$ cat config.mk
export PLATFORM = sky130hd
export DESIGN_NAME = uart_frame_rx_flat
export DESIGN_NICKNAME = d
export VERILOG_FILES = /design/src/rtl/uart_pkg.sv /design/src/rtl/uart_frame_rx_if.sv /design/src/rtl/uart_frame_rx_clk_gen.sv /design/src/rtl/uart_frame_rx.sv /design/src/flat_wrapper.sv
export SDC_FILE = /design/constraint.sdc
export NUM_CORES = 1
export LEC_CHECK = 0
export ABC_CLOCK_PERIOD_IN_PS = 2050
export CORE_MARGIN = 10
export CORE_UTILIZATION = 57
export CTS_CLUSTER_DIAMETER = 150
export DETAILED_ROUTE_END_ITERATION = 10
export PLACE_DENSITY = 0.78
export SYNTH_ARGS = -nofsm -noshare
export SYNTH_HDL_FRONTEND = slang
export SYNTH_SLANG_ARGS = --single-unit
$ cat constraint.sdc
create_clock -name clk -period 2.05 [get_ports clk]
set_input_delay 0.41 -clock clk [delete_from_list [all_inputs] [get_ports clk]]
set_output_delay 0.41 -clock clk [all_outputs]
set_load 0.02 [all_outputs]
$ cat src/rtl/uart_pkg.sv
// Shared UART definitions: FSM state encoding, parity-mode codes and small
// constant helpers used by both uart_frame_tx and uart_frame_rx.
package uart_pkg;

    typedef enum logic [5:0] {
        IDLE       = 6'b000001,
        START_BIT  = 6'b000010,
        SHIFT_PRO  = 6'b000100,
        PARITY_BIT = 6'b001000,
        STOP_BIT   = 6'b010000,
        DONE       = 6'b100000
    } uart_state_t;

    typedef enum logic [1:0] {
        PAR_NONE = 2'b00,
        PAR_ODD  = 2'b01,
        PAR_EVEN = 2'b10
    } parity_mode_t;

    // Width able to hold 0..value-1; never narrower than one bit.
    function automatic int clog2(input int value);
        int width;
        width = 1;
        for (int i = 1; i < 31; i++) begin
            if ((1 << width) < value) width = i + 1;
        end
        return width;
    endfunction

    function automatic parity_mode_t parity_mode(input string name);
        if (name == "EVEN") return PAR_EVEN;
        if (name == "ODD")  return PAR_ODD;
        return PAR_NONE;
    endfunction

    // Value the parity bit must carry for the given data word.
    function automatic logic parity_expected(input parity_mode_t mode, input logic [8:0] data);
        return (mode == PAR_ODD) ? ~^data : ^data;
    endfunction

endpackage

$ cat src/rtl/uart_frame_rx_if.sv
// Line side and system side of the UART frame receiver.
interface uart_frame_rx_if #(
    parameter int FRAME_WD = 8
);
    logic                uart_rx;
    logic [FRAME_WD-1:0] data_frame;
    logic                rx_done;
    logic                parity_error;
    logic                frame_error;
    logic                rx_busy;

    modport master (
        output uart_rx,
        input  data_frame, rx_done, parity_error, frame_error, rx_busy
    );

    modport slave (
        input  uart_rx,
        output data_frame, rx_done, parity_error, frame_error, rx_busy
    );
endinterface

$ cat src/rtl/uart_frame_rx_clk_gen.sv
// Receive baud generator: one bps_sample pulse half a bit after start,
// then one every full bit until the FSM returns to idle.
module rx_clk_gen
    import uart_pkg::*;
#(
    parameter int BIT_CNT = 10
) (
    input  logic clk,
    input  logic reset_p,
    input  logic start,
    input  logic idle,
    output logic bps_sample
);

    localparam int                CNT_WD    = clog2(BIT_CNT);
    localparam logic [CNT_WD-1:0] FULL_LAST = CNT_WD'(BIT_CNT - 1);
    localparam logic [CNT_WD-1:0] HALF_LAST = CNT_WD'(BIT_CNT / 2 - 1);

    logic [CNT_WD-1:0] baud_cnt;
    logic              first_half;

    // NOTE: state registers use non-blocking assignments so every flop
    // samples the pre-edge values, independent of statement order.
    always_ff @(posedge clk) begin
        if (reset_p || start || idle) begin
            baud_cnt   <= '0;
            first_half <= 1'b1;
            bps_sample <= 1'b0;
        end else if (baud_cnt == (first_half ? HALF_LAST : FULL_LAST)) begin
            baud_cnt   <= '0;
            first_half <= 1'b0;
            bps_sample <= 1'b1;
        end else begin
            baud_cnt   <= baud_cnt + CNT_WD'(1);
            bps_sample <= 1'b0;
        end
    end

endmodule

$ cat src/rtl/uart_frame_rx.sv
// UART frame receiver: synchronises uart_rx, samples each bit mid-period,
// checks parity and stop bit, and presents the word with a rx_done strobe.
module uart_frame_rx
    import uart_pkg::*;
#(
    parameter int    CLK_FREQUENCE = 125_000_000,
    parameter int    BAUD_RATE     = 9600,
    parameter string PARITY        = "NONE",
    parameter int    FRAME_WD      = 8
) (
    input logic            clk,
    input logic            reset_p,
    uart_frame_rx_if.slave rx
);

    localparam int                BIT_CNT  = CLK_FREQUENCE / BAUD_RATE;
    localparam int                BW       = clog2(FRAME_WD);
    localparam logic [BW-1:0]     LAST_BIT = BW'(FRAME_WD - 1);
    localparam parity_mode_t      PAR_MODE = parity_mode(PARITY);

    uart_state_t         state;
    logic [2:0]          sync_q;
    logic [BW-1:0]       bit_cnt;
    logic [FRAME_WD-1:0] shift_reg;
    logic                parity_sample;
    logic                stop_sample;
    logic                bps_sample;

    // sync_q[1] is the conditioned line; sync_q[2] is its previous value.
    wire line      = sync_q[1];
    wire fall_edge = sync_q[2] & ~sync_q[1];
    wire in_idle   = (state == IDLE);

    rx_clk_gen #(
        .BIT_CNT (BIT_CNT)
    ) u_clk_gen (
        .clk        (clk),
        .reset_p    (reset_p),
        .start      (in_idle && fall_edge),
        .idle       (in_idle),
        .bps_sample (bps_sample)
    );

    always_ff @(posedge clk) begin
        if (reset_p) begin
            sync_q <= 3'b111;
        end else begin
            sync_q <= {sync_q[1:0], rx.uart_rx};
        end
    end

    always_ff @(posedge clk) begin
        // NOTE: rx_done defaults low every cycle so it can only be a
        // single-cycle pulse, raised solely from the DONE state below.
        rx.rx_done <= 1'b0;
        if (reset_p) begin
            state           <= IDLE;
            bit_cnt         <= '0;
            shift_reg       <= '0;
            parity_sample   <= 1'b0;
            stop_sample     <= 1'b1;
            rx.data_frame   <= '0;
            rx.parity_error <= 1'b0;
            rx.frame_error  <= 1'b0;
            rx.rx_busy      <= 1'b0;
        end else begin
            case (state)
                IDLE: begin
                    if (fall_edge) begin
                        state      <= START_BIT;
                        rx.rx_busy <= 1'b1;
                    end
                end
                START_BIT: begin
                    if (bps_sample) begin
                        if (!line) begin
                            state   <= SHIFT_PRO;
                            bit_cnt <= '0;
                        end else begin
                            state      <= IDLE;
                            rx.rx_busy <= 1'b0;
                        end
                    end
                end
                SHIFT_PRO: begin
                    if (bps_sample) begin
                        shift_reg[bit_cnt] <= line;
                        if (bit_cnt == LAST_BIT) begin
                            bit_cnt <= '0;
                            state   <= (PAR_MODE == PAR_NONE) ? STOP_BIT : PARITY_BIT;
                        end else begin
                            bit_cnt <= bit_cnt + BW'(1);
                        end
                    end
                end
                PARITY_BIT: begin
                    if (bps_sample) begin
                        parity_sample <= line;
                        state         <= STOP_BIT;
                    end
                end
                STOP_BIT: begin
                    if (bps_sample) begin
                        stop_sample <= line;
                        state       <= DONE;
                    end
                end
                DONE: begin
                    rx.rx_done      <= 1'b1;
                    rx.data_frame   <= shift_reg;
                    rx.parity_error <= (PAR_MODE != PAR_NONE) &&
                                       (parity_sample != parity_expected(PAR_MODE, 9'(shift_reg)));
                    rx.frame_error  <= ~stop_sample;
                    rx.rx_busy      <= 1'b0;
                    state           <= IDLE;
                end
                default: begin
                    state      <= IDLE;
                    rx.rx_busy <= 1'b0;
                end
            endcase
        end
    end

endmodule

$ cat src/flat_wrapper.sv
// flat-port wrapper written by rule: the top's interface ports become plain ports
module uart_frame_rx_flat import uart_pkg::*;
#(
    parameter int    CLK_FREQUENCE = 125_000_000,
    parameter int    BAUD_RATE     = 9600,
    parameter string PARITY        = "    ",
    parameter int    FRAME_WD      = 8
)
  (clk, reset_p, rx_uart_rx, rx_data_frame, rx_rx_done, rx_parity_error, rx_frame_error, rx_rx_busy);
  uart_frame_rx_if #(.FRAME_WD(FRAME_WD)) rx_i ();
  input logic clk;
  input logic reset_p;
  input wire logic [$bits(rx_i.uart_rx)-1:0] rx_uart_rx;
  output wire logic [$bits(rx_i.data_frame)-1:0] rx_data_frame;
  output wire logic [$bits(rx_i.rx_done)-1:0] rx_rx_done;
  output wire logic [$bits(rx_i.parity_error)-1:0] rx_parity_error;
  output wire logic [$bits(rx_i.frame_error)-1:0] rx_frame_error;
  output wire logic [$bits(rx_i.rx_busy)-1:0] rx_rx_busy;
  assign rx_i.uart_rx = rx_uart_rx;
  assign rx_data_frame = rx_i.data_frame;
  assign rx_rx_done = rx_i.rx_done;
  assign rx_parity_error = rx_i.parity_error;
  assign rx_frame_error = rx_i.frame_error;
  assign rx_rx_busy = rx_i.rx_busy;
  uart_frame_rx #(.CLK_FREQUENCE(CLK_FREQUENCE), .BAUD_RATE(BAUD_RATE), .PARITY(PARITY), .FRAME_WD(FRAME_WD)) u_core (.clk(clk), .reset_p(reset_p), .rx(rx_i));
endmodule
==> out/metrics.yaml, run 1 <==
status:
  status: "completed"
clocking:
  worstSkewPairLatency_ns: 0.31
  clockBufferDepth: 2
  htree_levels: 2
  cts.sinks: 47
  cts_hold_buffers: 0
  post_cts_buffers: 0
  cts_resized: 0
  cts_buffers: 5
  cts_tree: "yes"
  clock-root-buffer: "clkbuf_8"
  path_clk_slew_ns: 0.08
sta:
  finalSetupViolCount: 0
  slew_headroom_pct: 56.03
  worst_slew_pin_slew_ns: 0.6577
  hold_violations: 0
  fin_ws_ns: 0.1647
  fmax_mhz: 530.4
  fin_tns_setup_ns: 0
  fin_crit_ns: 1.885
  finalCritPeriodShare_pct: 91.97
  clock_skew_ns: 0.01008
  rsz0062_at_grt: "no"
  slew_viol_final: 0
die:
  die_x_um: 80.87
  rows: 22
  io_pins: 15
  die_h_um: 80.87
  dieArea_um2: 6540
  start_util_pct: 58.13
  core_area_um2: 3633
power_and_ir_drop:
  leakagePower_nw: 0.9347
  power.share.combinational_pct: 9.6
  seq_power_share_pct: 55.0
  p_switching_mw: 0.4404
  clockPowerShare_pct: 35.4
  p_sw_share_pct: 25.12
  power_density_nw_per_um2: 739.5
  internal_power_mw: 1.313
  ir_drop_mv: 0.4586
placement:
  dp_hpwl_mm: 2.762
  dpl_cell_area_um2: 2267
  port_buffers: 13
  place_ws_ns: 0.2215
  place.gp.congestion: 0.8620
cells_and_area:
  finalInstanceArea_um2: 2371
  fin_nets: 251
  diodes: 0
  area_growth_pct: 12.26
  drive_gt1_share_pct: 7.724
  largest_reg_flops: 14
  layout_common_cells: "dfxtp_1 (47), nor2_1 (31), nor3_1 (18)"
  layout_commonest_cell: "dfxtp_1"
logic_synthesis:
  seq_area_frac_synth_pct: 44.55
  yosysUniqueCellTypes: 46
  synthFlopType: "dfxtp_1"
  netlist_area_um2: 2112
  synth_top_family_by_area: "simple AND/OR/NAND/NOR gates"
  ys_warn_count: 0
  syn_avg_cell_area_um2: 9.026
  synthesis.nets: 240
  synthCells: 234
  synth_xor_area_share_pct: 4.976
  synth_compound_area_share_pct: 6.398
  synthSimpleGateAreaFrac_pct: 30.04
  synth_fa_ha_area_share_pct: 1.777
  synth_edf_count: 0
  async_flop_share_pct: 0
  synth_mux_area_share_pct: 7.583
  ys_ff_latch: 47
setup_path:
  crit_path_max_fanout: 11
  critical_path_class: "reg -> reg"
  crit_path_start_kind: "flop"
  cp_data_arrival_time_ns: 2.12
  critPathCaptureType: "flop"
  required_ns: 2.28
global_routing:
  antenna_found_initial: 0
  grt_max_degree: 31
  grt_usage_pct: 13.11
  grt_pass1_vias: 1514
  grt_first_pass_wirelength_mm: 6.934
  overflow: 0
route:
  vias_per_cell: 5.684
  num_vias: 1671
  postRouteAntennaNets: 0
  wirelength_mm: 3.988
  drc_errors: 0
  drt_pre_antenna_iters: 4
  wl_per_cell_um: 13.56
  drt_iter0_markers: 98
worst_hold_path:
  min_path_type: "reg -> reg"
flow_run:
  cap_violations: 0
Yosys cell counts (all sizes together), types with 2 or more instances:
| cell type | number | area, µm² |
|---|---|---|
| dfxtp | 47 | 940.9 |
| nor2 | 31 | 116.4 |
| nor3 | 18 | 90.09 |
| mux2i | 16 | 160.2 |
| nand4 | 12 | 75.07 |
| clkbuf | 10 | 37.54 |
| nand2 | 9 | 33.78 |
| nand3 | 8 | 40.04 |
| xnor2 | 7 | 61.31 |
| inv | 6 | 22.52 |
| a21oi | 5 | 25.02 |
| nand2b | 5 | 31.28 |
| nor4 | 5 | 31.28 |
| xor2 | 5 | 43.79 |
| buf | 4 | 35.03 |
| or3 | 4 | 30.03 |
| a22oi | 3 | 22.52 |
| ha | 3 | 37.54 |
| nor2b | 3 | 18.77 |
| or2 | 3 | 18.77 |
| and3 | 2 | 12.51 |
| and3b | 2 | 17.52 |
| nand4b | 2 | 17.52 |
| nor3b | 2 | 15.01 |
| nor4b | 2 | 17.52 |
| nor4bb | 2 | 20.02 |
| o21ai | 2 | 10.01 |
cells by family (layout without fill, tap and decap cells):
| family | Yosys count | in the layout |
|---|---|---|
| AOI/OAI and AO/OA | 19 | 19 |
| xor gates and xnor gates | 12 | 12 |
| adders and majority gates | 3 | 3 |
| buffers and inverters | 20 | 32 |
| DFF | 47 | 47 |
| muxes | 16 | 16 |
| other | 1 | 1 |
| and+or+nand+nor | 116 | 116 |
worst paths after layout:
| path | depth (start not counted) | endpoint | slack (ns) | startpoint |
|---|---|---|---|---|
| hold reg to reg | 1 | u_core.sync_q[1] | 0.42 | u_core.sync_q[0] |
| hold / removal | 1 | u_core.sync_q[1] | 0.42 | u_core.sync_q[0] |
| setup / recovery | 4 | u_core.bit_cnt[0] | 0.16 | u_core.state[1] |
| setup reg to reg | 4 | u_core.bit_cnt[0] | 0.16 | u_core.state[1] |
cell type report:
cell class,count,area (µm²)
Clock inverter,1,7.507
Fill cell,318,1262
Tap cell,48,60.06
Sequential cell,47,940.9
Clock buffer,7,96.34
Multi-Input combinational cell,167,1076
Inverter,6,22.52
Timing Repair Buffer,18,167.7
power groups by stage:
stage               logic [mW]  clock network, mW  registers [mW]
floorplan                0.138                  0           0.979
global placement         0.167                  0           0.983
detailed placement       0.169                  0           0.985
CTS                      0.170              0.625           0.964
global route             0.184              0.666           0.969
finish                   0.168              0.621           0.964
worst max-delay path, cell delays in order, from the launching register on:
cell     delay, ns
dfxtp_1       0.40
or3_1         0.51
or3_4         0.44
or3_1         0.31
a21oi_1       0.15
per-stage QoR:
stage	util, %	std cells	power, mW	hold WS (ns)
6_report	65.25	294	1.753	0.4195
5_1_grt	65.25	294	1.819	0.4359
4_1_cts	65.25	294	1.759	0.4259
3_5_place_dp	62.40	286	1.154	0.4064
3_3_place_gp	62.40	286	1.150	0.3923
2_1_floorplan	-	234	1.117	0.3895
layer usage:
layer	vias to the layer above	routed length (µm)	global-route usage, %
li1	854	-	-
met2	23	1742	19.67
met3	7	169	4.746
met4	0	78	4.671
met5	-	0	0
met1	787	1997	16.96
No activity file was read; power rests on OpenSTA's default activity.
==> inputs of run 2 (changes only) <==
- CTS_CLUSTER_SIZE: default -> 8
- SKIP_LAST_GASP: default -> 1
==> results of run 2 <==
Same layout as run 1: the final DEF is identical, and so are final timing and power.
==> inputs of run 3 (changes only) <==
- CORE_UTILIZATION: 57 -> 45
- PLACE_DENSITY: 0.78 -> default
==> out/metrics.yaml, run 3 (synthesis gave the netlist of run 1 again) <==
global_routing:
  antenna_found_initial: 0  # unchanged
  grt_pass1_vias: 1626  # was 1514
  grt_max_degree: 28  # was 31
  grt_first_pass_wirelength_mm: 7.500  # was 6.934 mm
  grt_usage_pct: 11.82  # was 13.11%
  overflow: 0  # unchanged
route:
  drt_pre_antenna_iters: 4  # unchanged
  num_vias: 1670  # was 1671
  drt_iter0_markers: 85  # was 98
  postRouteAntennaNets: 0  # unchanged
  wl_per_cell_um: 14.10  # was 13.56 µm
  drc_errors: 0  # unchanged
  wirelength_mm: 4.230  # was 3.988 mm
  vias_per_cell: 5.567  # was 5.684
sta:
  finalCritPeriodShare_pct: 89.98  # was 91.97%
  clock_skew_ns: 0.004918  # was 0.01008 ns
  fin_ws_ns: 0.2053  # was 0.1647 ns
  hold_violations: 0  # unchanged
  fin_tns_setup_ns: 0  # unchanged
  slew_viol_final: 0  # unchanged
  fin_crit_ns: 1.845  # was 1.885 ns
  fmax_mhz: 542.1  # was 530.4 MHz
  finalSetupViolCount: 0  # unchanged
  rsz0062_at_grt: "no"  # unchanged
clocking:
  post_cts_buffers: 0  # unchanged
  clockBufferDepth: 2  # unchanged
  path_clk_slew_ns: 0.08  # about the same
  cts_tree: "yes"  # unchanged
  cts.sinks: 47  # unchanged
  worstSkewPairLatency_ns: 0.29  # was 0.31 ns
  cts_hold_buffers: 0  # unchanged
  cts_resized: 0  # unchanged
  cts_buffers: 5  # unchanged
  clock-root-buffer: "clkbuf_8"  # unchanged
  htree_levels: 2  # unchanged
power_and_ir_drop:
  leakagePower_nw: 0.9498  # was 0.9347 nW
  power_density_nw_per_um2: 728.7  # was 739.5 nW/µm²
  ir_drop_mv: 0.3909  # was 0.4586 mV
die:
  core_area_um2: 4444  # was 3633 µm²
  io_pins: 15  # unchanged
  rows: 24  # was 22
  dieArea_um2: 7834  # was 6540 µm²
  start_util_pct: 47.52  # was 58.13%
  die_h_um: 88.51  # was 80.87 µm
  die_x_um: 88.51  # was 80.87 µm
flow_run:
  cap_violations: 0  # unchanged
setup_path:
  r2r.worst_path.cells: 4  # unchanged
  crit_path_max_fanout: 8  # was 11
  critical_path_class: "reg -> reg"  # unchanged
  crit_path_start_kind: "flop"  # unchanged
  cp_data_arrival_time_ns: 2.07  # was 2.12 ns
  required_ns: 2.28  # about the same
  r2r_slack_ns: 0.21  # was 0.16 ns
  timing.rr.start: "u_core.state[0]"  # was u_core.state[1]
  critPathCaptureType: "flop"  # unchanged
  r2r_end: "u_core.bit_cnt[0]"  # unchanged
cells_and_area:
  layout_common_cells: "dfxtp_1 (47), nor2_1 (31), nor3_1 (18)"  # unchanged
  diodes: 0  # unchanged
  fin_nets: 253  # was 251
  area_growth_pct: 13.63  # was 12.26%
  layout_commonest_cell: "dfxtp_1"  # unchanged
  fin_util_pct: 54.00  # was 65.25%
  largest_reg_flops: 14  # unchanged
  drive_gt1_share_pct: 8.065  # was 7.724%
  stdcell_count: 300  # was 294
  fill_cells: 418  # was 318
placement:
  dp_cells: 292  # was 286
  place.gp.congestion: 0.8372  # was 0.8620
  port_buffers: 13  # unchanged
  place_ws_ns: 0.2391  # was 0.2215 ns
  dp_hpwl_mm: 2.929  # was 2.762 mm
worst_hold_path:
  min_path_type: "reg -> reg"  # unchanged
  min_path_cells: 1  # unchanged
  whs_endpoint: "u_core.sync_q[1]"  # unchanged
  hp-start: "u_core.sync_q[0]"  # unchanged
status:
  status: "completed"  # unchanged
## run 3: cell type report
cell class	count	area [µm²]	share of cell area [%]
flip-flops and latches	47	940.9	39.21
inverters	6	22.52	0.9385
repair buffers	20	195.2	8.133
well taps	52	65.06	2.711
multi-input cells	167	1076	44.84
clock buffers	8	100.1	4.171
## run 3: routing by layer
layer	part of all wire, %	vias up	GRT usage [%]	routed length (µm)
li1	-	860	-	-
met2	41	35	16.81	1717
met4	1.1	0	4.699	46
met3	5.1	4	3.860	217
met1	53	771	16.03	2248
met5	0	-	0	0
## run 3: metrics by stage
stage,cell area (µm²),hold slack (ns),power (mW)
detailed placement,2300,0.3954,1.165
floorplan,2112,0.3895,1.117
CTS,2400,0.4160,1.777
global route,2400,0.4387,1.826
global placement,2300,0.3934,1.164
finish,2400,0.4121,1.749
## run 3: power breakdown
group	total [mW]	switching (mW)	internal (mW)
Clock	0.604	0.296	0.308
Combinational	0.188	0.107	0.0802
Sequential	0.957	0.0232	0.933
## run 3: how the worst max path moves through the flow
stage / from / end / slack [ns]
2_1_floorplan: u_core.state[1] / u_core.bit_cnt[0] / 0.27
3_3_place_gp: u_core.state[0] / u_core.bit_cnt[0] / 0.26
3_5_place_dp: u_core.state[0] / u_core.bit_cnt[0] / 0.24
4_1_cts: u_core.state[0] / u_core.bit_cnt[0] / 0.22
5_1_grt: u_core.state[0] / u_core.bit_cnt[0] / 0.12
6_report: u_core.state[0] / u_core.bit_cnt[0] / 0.21
## run 3: critical path, cell delays in order (launching register included)
cell and delay [ns]:
dfxtp_1 0.38, or3_1 0.51, or3_4 0.44, or3_1 0.31, a21oi_1 0.13
